[src/rtl/ibuf_fill_controller.sv]
// ibuf_fill_controller: runs one IBUF fill transaction. It accepts num_beats
// DDR beats on a valid/ready input, holds each beat in a register and writes
// it into the bank array one row per cycle. The write enable, row address and
// row data are common to all banks.
// The write-side outputs, busy and done come straight from flops. Their next
// values are decoded from the FSM's next state, so each one is exactly one
// cycle ahead.
module ibuf_fill_controller #(
  parameter int DDR_BANDWIDTH = 512,
  parameter int NUM_BANKS     = 8,
  parameter int DATA_WIDTH    = 8,
  parameter int RATIO         = DDR_BANDWIDTH / (NUM_BANKS * DATA_WIDTH),
  parameter int ADDR_W        = 10,
  parameter int BEAT_CNT_W    = 16
) (
  input  logic                            clk,
  input  logic                            reset,
  input  logic                            start,
  input  logic [ADDR_W-1:0]               base_addr,
  input  logic [BEAT_CNT_W-1:0]           num_beats,
  output logic                            busy,
  output logic                            done,
  input  logic [DDR_BANDWIDTH-1:0]        data_in,
  input  logic                            data_in_valid,
  output logic                            data_in_ready,
  output logic                            ibuf_wr_en,
  output logic [ADDR_W-1:0]               ibuf_wr_addr,
  output logic [NUM_BANKS*DATA_WIDTH-1:0] ibuf_wr_data
);

  localparam int ROW_BITS = NUM_BANKS * DATA_WIDTH;
  localparam int ROW_W    = (RATIO > 1) ? $clog2(RATIO) : 1;

  localparam logic [ROW_W-1:0]      LAST_ROW  = ROW_W'(RATIO - 1);
  localparam logic [ROW_W-1:0]      ROW_ONE   = ROW_W'(1);
  localparam logic [ADDR_W-1:0]     ADDR_ONE  = ADDR_W'(1);
  localparam logic [BEAT_CNT_W-1:0] BEAT_ONE  = BEAT_CNT_W'(1);
  localparam logic [BEAT_CNT_W-1:0] BEAT_ZERO = '0;

  typedef enum logic [1:0] {
    ST_IDLE  = 2'd0,
    ST_FILL  = 2'd1,
    ST_DRAIN = 2'd2,
    ST_DONE  = 2'd3
  } state_t;

  state_t                  state_q, state_d;
  logic [DDR_BANDWIDTH-1:0] beat_q, beat_d;
  logic [ROW_W-1:0]         row_q, row_d;
  logic [ADDR_W-1:0]        addr_q, addr_d;
  logic [BEAT_CNT_W-1:0]    beats_left_q, beats_left_d;

  logic                     wr_en_q, wr_en_d;
  logic [ADDR_W-1:0]        wr_addr_q, wr_addr_d;
  logic [ROW_BITS-1:0]      wr_data_q, wr_data_d;
  logic                     busy_q, busy_d;
  logic                     done_q, done_d;

  logic                     more_beats;

  // The row view of the next beat register. It feeds the wr_data flop.
  logic [ROW_BITS-1:0] next_rows [RATIO];

  genvar gi;
  generate
    for (gi = 0; gi < RATIO; gi++) begin : g_rows
      assign next_rows[gi] = beat_d[gi*ROW_BITS +: ROW_BITS];
    end
  endgenerate

  assign more_beats = (beats_left_q != BEAT_ZERO);

  // Next-state, counter and beat-register logic, plus the ready handshake.
  always_comb begin
    state_d       = state_q;
    beat_d        = beat_q;
    row_d         = row_q;
    addr_d        = addr_q;
    beats_left_d  = beats_left_q;
    data_in_ready = 1'b0;
    case (state_q)
      ST_IDLE: begin
        if (start) begin
          addr_d       = base_addr;
          beats_left_d = num_beats;
          state_d      = (num_beats == BEAT_ZERO) ? ST_DONE : ST_FILL;
        end
      end
      ST_FILL: begin
        data_in_ready = 1'b1;
        if (data_in_valid) begin
          beat_d       = data_in;
          row_d        = '0;
          beats_left_d = beats_left_q - BEAT_ONE;
          state_d      = ST_DRAIN;
        end
      end
      ST_DRAIN: begin
        // A row is written this cycle at addr_q, so the next write uses the
        // next address.
        addr_d = addr_q + ADDR_ONE;
        if (row_q != LAST_ROW) begin
          row_d = row_q + ROW_ONE;
        end else begin
          // On the last row, accept the next beat so writes continue with no gap.
          data_in_ready = more_beats;
          if (more_beats && data_in_valid) begin
            beat_d       = data_in;
            row_d        = '0;
            beats_left_d = beats_left_q - BEAT_ONE;
          end else if (more_beats) begin
            state_d = ST_FILL;
          end else begin
            state_d = ST_DONE;
          end
        end
      end
      ST_DONE: begin
        state_d = ST_IDLE;
      end
      default: begin
        state_d = ST_IDLE;
      end
    endcase
  end

  // Output flops are loaded one cycle early from the decoded next state.
  always_comb begin
    wr_en_d   = (state_d == ST_DRAIN);
    wr_addr_d = addr_d;
    wr_data_d = wr_en_d ? next_rows[row_d] : '0;
    busy_d    = (state_d != ST_IDLE);
    done_d    = (state_d == ST_DONE);
  end

  // State, counters, beat register and output registers.
  always_ff @(posedge clk or posedge reset) begin
    if (reset) begin
      state_q      <= ST_IDLE;
      beat_q       <= '0;
      row_q        <= '0;
      addr_q       <= '0;
      beats_left_q <= '0;
      wr_en_q      <= 1'b0;
      wr_addr_q    <= '0;
      wr_data_q    <= '0;
      busy_q       <= 1'b0;
      done_q       <= 1'b0;
    end else begin
      state_q      <= state_d;
      beat_q       <= beat_d;
      row_q        <= row_d;
      addr_q       <= addr_d;
      beats_left_q <= beats_left_d;
      wr_en_q      <= wr_en_d;
      wr_addr_q    <= wr_addr_d;
      wr_data_q    <= wr_data_d;
      busy_q       <= busy_d;
      done_q       <= done_d;
    end
  end

  assign ibuf_wr_en   = wr_en_q;
  assign ibuf_wr_addr = wr_addr_q;
  assign ibuf_wr_data = wr_data_q;
  assign busy         = busy_q;
  assign done         = done_q;

endmodule

[config.mk]
export PLATFORM = sky130hd
export DESIGN_NAME = ibuf_fill_controller
export DESIGN_NICKNAME = d
export VERILOG_FILES = /design/src/rtl/ibuf_fill_controller.sv
export SDC_FILE = /design/constraint.sdc
export NUM_CORES = 2
export LEC_CHECK = 0
export BUFFER_PORTS_ARGS = -buffer_cell sky130_fd_sc_hd__buf_2
export CELL_PAD_IN_SITES_DETAIL_PLACEMENT = 1
export CELL_PAD_IN_SITES_GLOBAL_PLACEMENT = 1
export CORE_ASPECT_RATIO = 1.1
export CORE_MARGIN = 2
export CORE_UTILIZATION = 30
export DETAILED_ROUTE_END_ITERATION = 12
export GPL_TIMING_DRIVEN = 0
export PLACE_DENSITY_LB_ADDON = 0.1
export SYNTH_ARGS = -nofsm -noshare
export SYNTH_HDL_FRONTEND = slang
export SYNTH_SLANG_ARGS = --single-unit
export TNS_END_PERCENT = 1
[constraint.sdc]
create_clock -name clk -period 39.2 [get_ports clk]
set_input_delay 1.96 -clock clk [delete_from_list [all_inputs] [get_ports clk]]
set_output_delay 1.96 -clock clk [all_outputs]
set_load 0.01 [all_outputs]
* Yosys cells after proc, flatten, opt, wreduce, memory -nomap -nowiden
Index checks and enable logic that the tools add are counted.
Storage, ports and cells: logic and storage cells 61, bits of input ports 542, bits in registers 610, output and inout bits 78
Cells by class: reduce and logical (&&, ||, !) cells 9, $lt $le $gt $ge 1, add/subtract/negate cells 3, eq/ne operators 10, bitwise logic cells 1, multiplexer cells 28
Operators by type and width (count):
- $mux 512 | 3
- $pmux 512 s2 | 1
- $bmux 64 s3 | 1
- $mux 64 | 3
- $mux 16 | 4
- $pmux 16 s3 | 1
- $pmux 10 s2 | 1
- $logic_not 16->1 | 1
- $reduce_bool 16->1 | 1
- $sub 16x1->16 const B | 1
- $mux 2 | 6
- $add 10x1->10 const B | 1
- $mux 10 | 1
- $mux 3 | 3
- $eq 2x2->1 const B | 4
- $ne 2x2->1 const B | 4
- $pmux 2 s4 | 1
- $pmux 3 s2 | 1
- $reduce_and 5->1 | 1
- $ge 4x4->1 const B | 1
- $not 3->4 | 1
- $reduce_bool 2->1 | 2
- $add 3x1->3 const B | 1
- $ne 3x3->1 const B | 1
- other kinds (7) | 7

* Longest topological paths before layout
depth in word-level cells 10, gate-level depth with buffers 14, depth with buffers taken out 10

* Least setup slack after synthesis
OpenSTA, ideal clock, no wires.
kind input to register, from in data_in_valid, to reg wr_data_q[61], in the netlist ibuf_wr_data[61], required time 39.054 ns, setup slack 34.940 ns, arrival time 4.114 ns, buffers on the path 4, library setup time 0.146 ns, stages 10, cells stage by stage clkbuf_1 -> o21ai_0 -> mux2_2 -> buf_2 -> nor2_1 -> buf_1 -> clkbuf_1 -> o221ai_1 -> nand4b_1 -> o221ai_1
On the way: longest elaborated chain between the ends 9, elaborated cells on any way between the ends 19, classes of those cells eq/ne (1); mux (16); bitwise (1); reduce/logical (1)
RTL lines:
- from (decl) | line 24 | input logic data_in_valid,
- $logic_and 1x1->1 | line 107 | if (more_beats && data_in_valid) begin
- $mux 3 | line 107
- $mux 3 | line 102 | if (row_q != LAST_ROW) begin
- $pmux 3 s2 | line 81 | case (state_q)
- $not 3->4 (not written as such) | line 131 | wr_data_d = wr_en_d ? next_rows[row_d] : '0;
- $bmux 64 s3 | line 131
- $mux 64 (not written as such) (2 in series) | line 131
- $mux 64 * | line 131
- via wr_data_d[61] | line 55 | logic [ROW_BITS-1:0] wr_data_q, wr_data_d;
- to (signal assigned) | line 157 | wr_data_q <= wr_data_d;
- to (decl) | line 55
The timed path passes the listed nets; every way through them passes the cells marked *. The select of a mux whose other input is x is not followed. A chain may end at the register's enable or synchronous reset.

* Worst setup path in the final report
from in data_in_valid, to reg wr_data_q[36], in the netlist ibuf_wr_data[36]
Same word-level chain as after synthesis.

==> metrics.md <==
| Metric | Value |
|---|---|
| Reg clk slew, reported paths | `0.06 ns` |
| Static Leak | `0.0167 uW` |
| Io pins | `620` |
| Share of cells above drive strength 1 | `0.252` |
| Internal power | `1660 uW` |
| Mapped Area | `27,700 um2` |
| GRT Overall Usage | `0.306` |
| Post-route ant nets | `0` |
| HP Class | `reg2reg` |
| Rel. slew slack | `0.0175` |
| CP endpoint kind | `flip-flop` |
| Setup WS pre-CTS | `33.01 ns` |
| Post-DP HPWL | `115,000 um` |
| R2R depth | `13` |
| Setup-failing EPs final | `0` |
| Worst Path Max Fanout | `10` |
| Clock power share | `0.248` |
| Vias | `26,300` |
| Synth cell types | `63` |
| TritonRoute pass-1 iters | `5` |
| Met2 Use GR | `0.504` |
| Finished Layout Cells | `4,574` |
| Top cells by count, synth | `dfrtp_1, a22o_1, a21oi_1, o21ai_0, nand2_1` |
| # clock sinks | `610` |
| Number of global-route vias before repair | `27,900` |
| GRT Max-Usage Layer | `met2` |
| Die W | `294 um` |
| Synth area leader | `dfrtp_1` |
| VDD IR-drop max | `0.0308 mV` |
| Sw frac | `0.460` |
| Period utilisation layout | `0.144` |
| Met1 Track Usage GR | `0.383` |
| Hold Fails Final Rpt | `0` |
| Core Box Area | `91,300 um2` |
| GRT met3 Usage | `0.0699` |
| Combinational share of power | `0.479` |
| Crit path kind | `in2reg` |
| Fin nets | `3,852` |
| Die area | `94,900 um2` |
| Area Growth Syn to Fin | `27.2%` |
| Routed WL | `148,000 um` |
| Avg WL per Cell | `32.3 um` |
| Final WS setup | `33.54 ns` |
| Final Max Tran Viols | `0` |
| Initial Utilization | `0.304` |
| Buffers added on ports | `619` |
| Status | `complete, no violations` |
| Max frequency | `177 MHz` |
| Required @ worst endpoint | `39.73 ns` |
| Syn Inst Count | `2,598` |
| CP Data Arrival Time | `6.19 ns` |
| Filler instances | `10,300` |
| DRC viols | `0` |
| Clock Skews | `0.0333 ns` |
| Hold Crit Depth | `1` |
| Largest net degree at the start of global routing | `109` |
| Root Driver | `clkbuf_16` |
| H-tree levels | `3` |
| PostCTS Resize Cnt | `0` |
| Sequential Power Share | `0.274` |
| Clk Latency, worst-skew pair | `0.64 ns` |
| Routability cong. | `0.897` |
| Placed cells | `4,407` |
| Initial antenna violation count | `85` |
| Net Sw Power | `1410 uW` |
| Synth async-reset ratio | `1.00` |
| EDFF count, synth | `0` |
| Maximum clock path buffer count | `3` |
| Worst-Margin Slew | `1.46 ns` |
| Synth Net Count | `3,148` |
| Most common cell in the netlist | `dfrtp_1` |
| Synth Flop Type | `dfrtp_1` |
| Die height | `323 um` |
| Post-CTS Setup Bufs | `0` |
| Power per cell area | `87.1 nW/um2` |
| # hold bufs at CTS | `0` |
| Syn Area/Cell | `10.7 um2` |
| Num rows | `116` |
| #FFs+latches synth | `610` |
| Sequential share of the synthesized area | `0.550` |
| CTS tree | `yes` |
| Ys Warns | `0` |
| Iter 0 DRT Violations | `1,921` |
| Global-route wire length before repair | `207,000 um` |
| Drt via density | `5.76` |
| RSZ-0062 raised after global routing | `false` |
| Fin crit period | `5.66 ns` |
| Setup TNS Final | `0 ns` |
| Num CTS Buffers | `73` |
| Synth top area cells | `dfrtp_1, a22o_1, a21oi_1, o21ai_0, mux2i_1` |
| Max cap viols | `0` |
| Grt ovf | `0` |
| Post-synth top area share | `0.550` |
| Worst Setup Start Kind | `primary input` |
==> cells by family after synthesis <==
family	count (synthesis)	synth area share
AOI/OAI and AO/OA	1153	0.296
buffers and inverters	278	0.0437
adders and majority gates	8	0.00361
muxes	77	0.0279
DFF	610	0.550
and+or+nand+nor	472	0.0781
==> metrics by stage <==
| stage | total power (uW) | cell area, um2 | hold slack, ns | utilization |
|---|---|---|---|---|
| 6_report | 3070 | 35300 | 0.486 | 0.386 |
| 3_3_place_gp | 2270 | 32300 | 0.458 | 0.354 |
| 2_1_floorplan | 1670 | 27700 | 0.446 | - |
| 3_5_place_dp | 2310 | 32500 | 0.472 | 0.356 |
| 4_1_cts | 3080 | 35200 | 0.486 | 0.386 |
| 5_1_grt | 3220 | 35200 | 0.503 | 0.386 |
==> worst max-delay path, stage by stage <==
cell,delay [ns]
buf_2,0.09
clkbuf_1,0.32
o21a_1,0.23
o21ai_0,0.10
a22oi_1,0.67
inv_1,0.33
nor4_2,0.69
buf_4,0.30
clkbuf_1,0.48
o21ai_0,0.70
o211ai_1,0.30
==> routing by layer <==
| layer | vias to the layer above | part of all wire |
|---|---|---|
| met1 | 13800 | 0.41 |
| met5 | - | 0.0023 |
| met4 | 56 | 0.045 |
| met3 | 280 | 0.066 |
| met2 | 919 | 0.48 |
| li1 | 11300 | - |
==> final timing paths <==
check / start / end / slack, ns
setup / recovery: data_in_valid / ibuf_wr_data[36] / 33.54
hold / removal: beat_q[334] / beat_q[334] / 0.49
setup reg to reg: state_q[0] / ibuf_wr_data[36] / 34.12
hold reg to reg: beat_q[334] / beat_q[334] / 0.49
max in group asynchronous: reset / beat_q[337] / 36.45
min in group asynchronous: reset / beat_q[219] / 1.34
==> sequential cells by signal, indices dropped and copies added, names as in the netlist <==
register / flops
beats_left_q: 16
ibuf_wr_addr: 10
busy: 1
ibuf_wr_data: 64
ibuf_wr_en: 1
row_q: 3
beat_q: 512
state_q: 2
done: 1
==> power by group through the flow <==
stage | combinational [uW] | sequential [uW] | clock, uW
after floorplan | 827 | 842 | 0
after global placement | 1420 | 849 | 0
after detailed placement | 1460 | 849 | 0
after CTS | 1470 | 840 | 773
after global routing | 1570 | 855 | 797
final | 1470 | 841 | 762
==> cells in the final DEF, fill, tap and decap left out, types with 13 or more instances in the layout <==
| cell | synthesis | layout |
|---|---|---|
| o2bb2ai_1 | 13 | 13 |
| diode_2 | 0 | 33 |
| a21o_1 | 35 | 35 |
| buf_4 | 15 | 17 |
| o22ai_1 | 41 | 41 |
| a21oi_1 | 215 | 215 |
| a21boi_0 | 17 | 17 |
| buf_1 | 15 | 15 |
| inv_1 | 22 | 21 |
| o21ai_0 | 203 | 202 |
| mux2i_1 | 75 | 75 |
| a211oi_1 | 14 | 14 |
| clkbuf_1 | 160 | 174 |
| a22oi_1 | 17 | 17 |
| o221ai_1 | 55 | 55 |
| nor2_1 | 127 | 127 |
| a22o_1 | 393 | 393 |
| clkbuf_16 | 0 | 78 |
| clkbuf_8 | 0 | 18 |
| buf_2 | 60 | 679 |
| o211ai_1 | 28 | 28 |
| a31oi_1 | 42 | 42 |
| nand2_1 | 165 | 165 |
| nand3_1 | 94 | 94 |
| dfrtp_1 | 610 | 610 |
==> layout make-up <==
cell class / instances / area [um2] / share of cell area
tap: 1180 / 1480 / 0.0418
multi-input combinational: 1710 / 11300 / 0.320
clock buffer: 110 / 2250 / 0.0638
buffer: 255 / 1130 / 0.0319
sequential: 610 / 15300 / 0.433
clock inverter: 24 / 414 / 0.0117
timing repair buffer: 629 / 3300 / 0.0935
antenna: 33 / 82.6 / 0.00234
inverter: 23 / 93.8 / 0.00266
(Power assumes the default switching activity.)
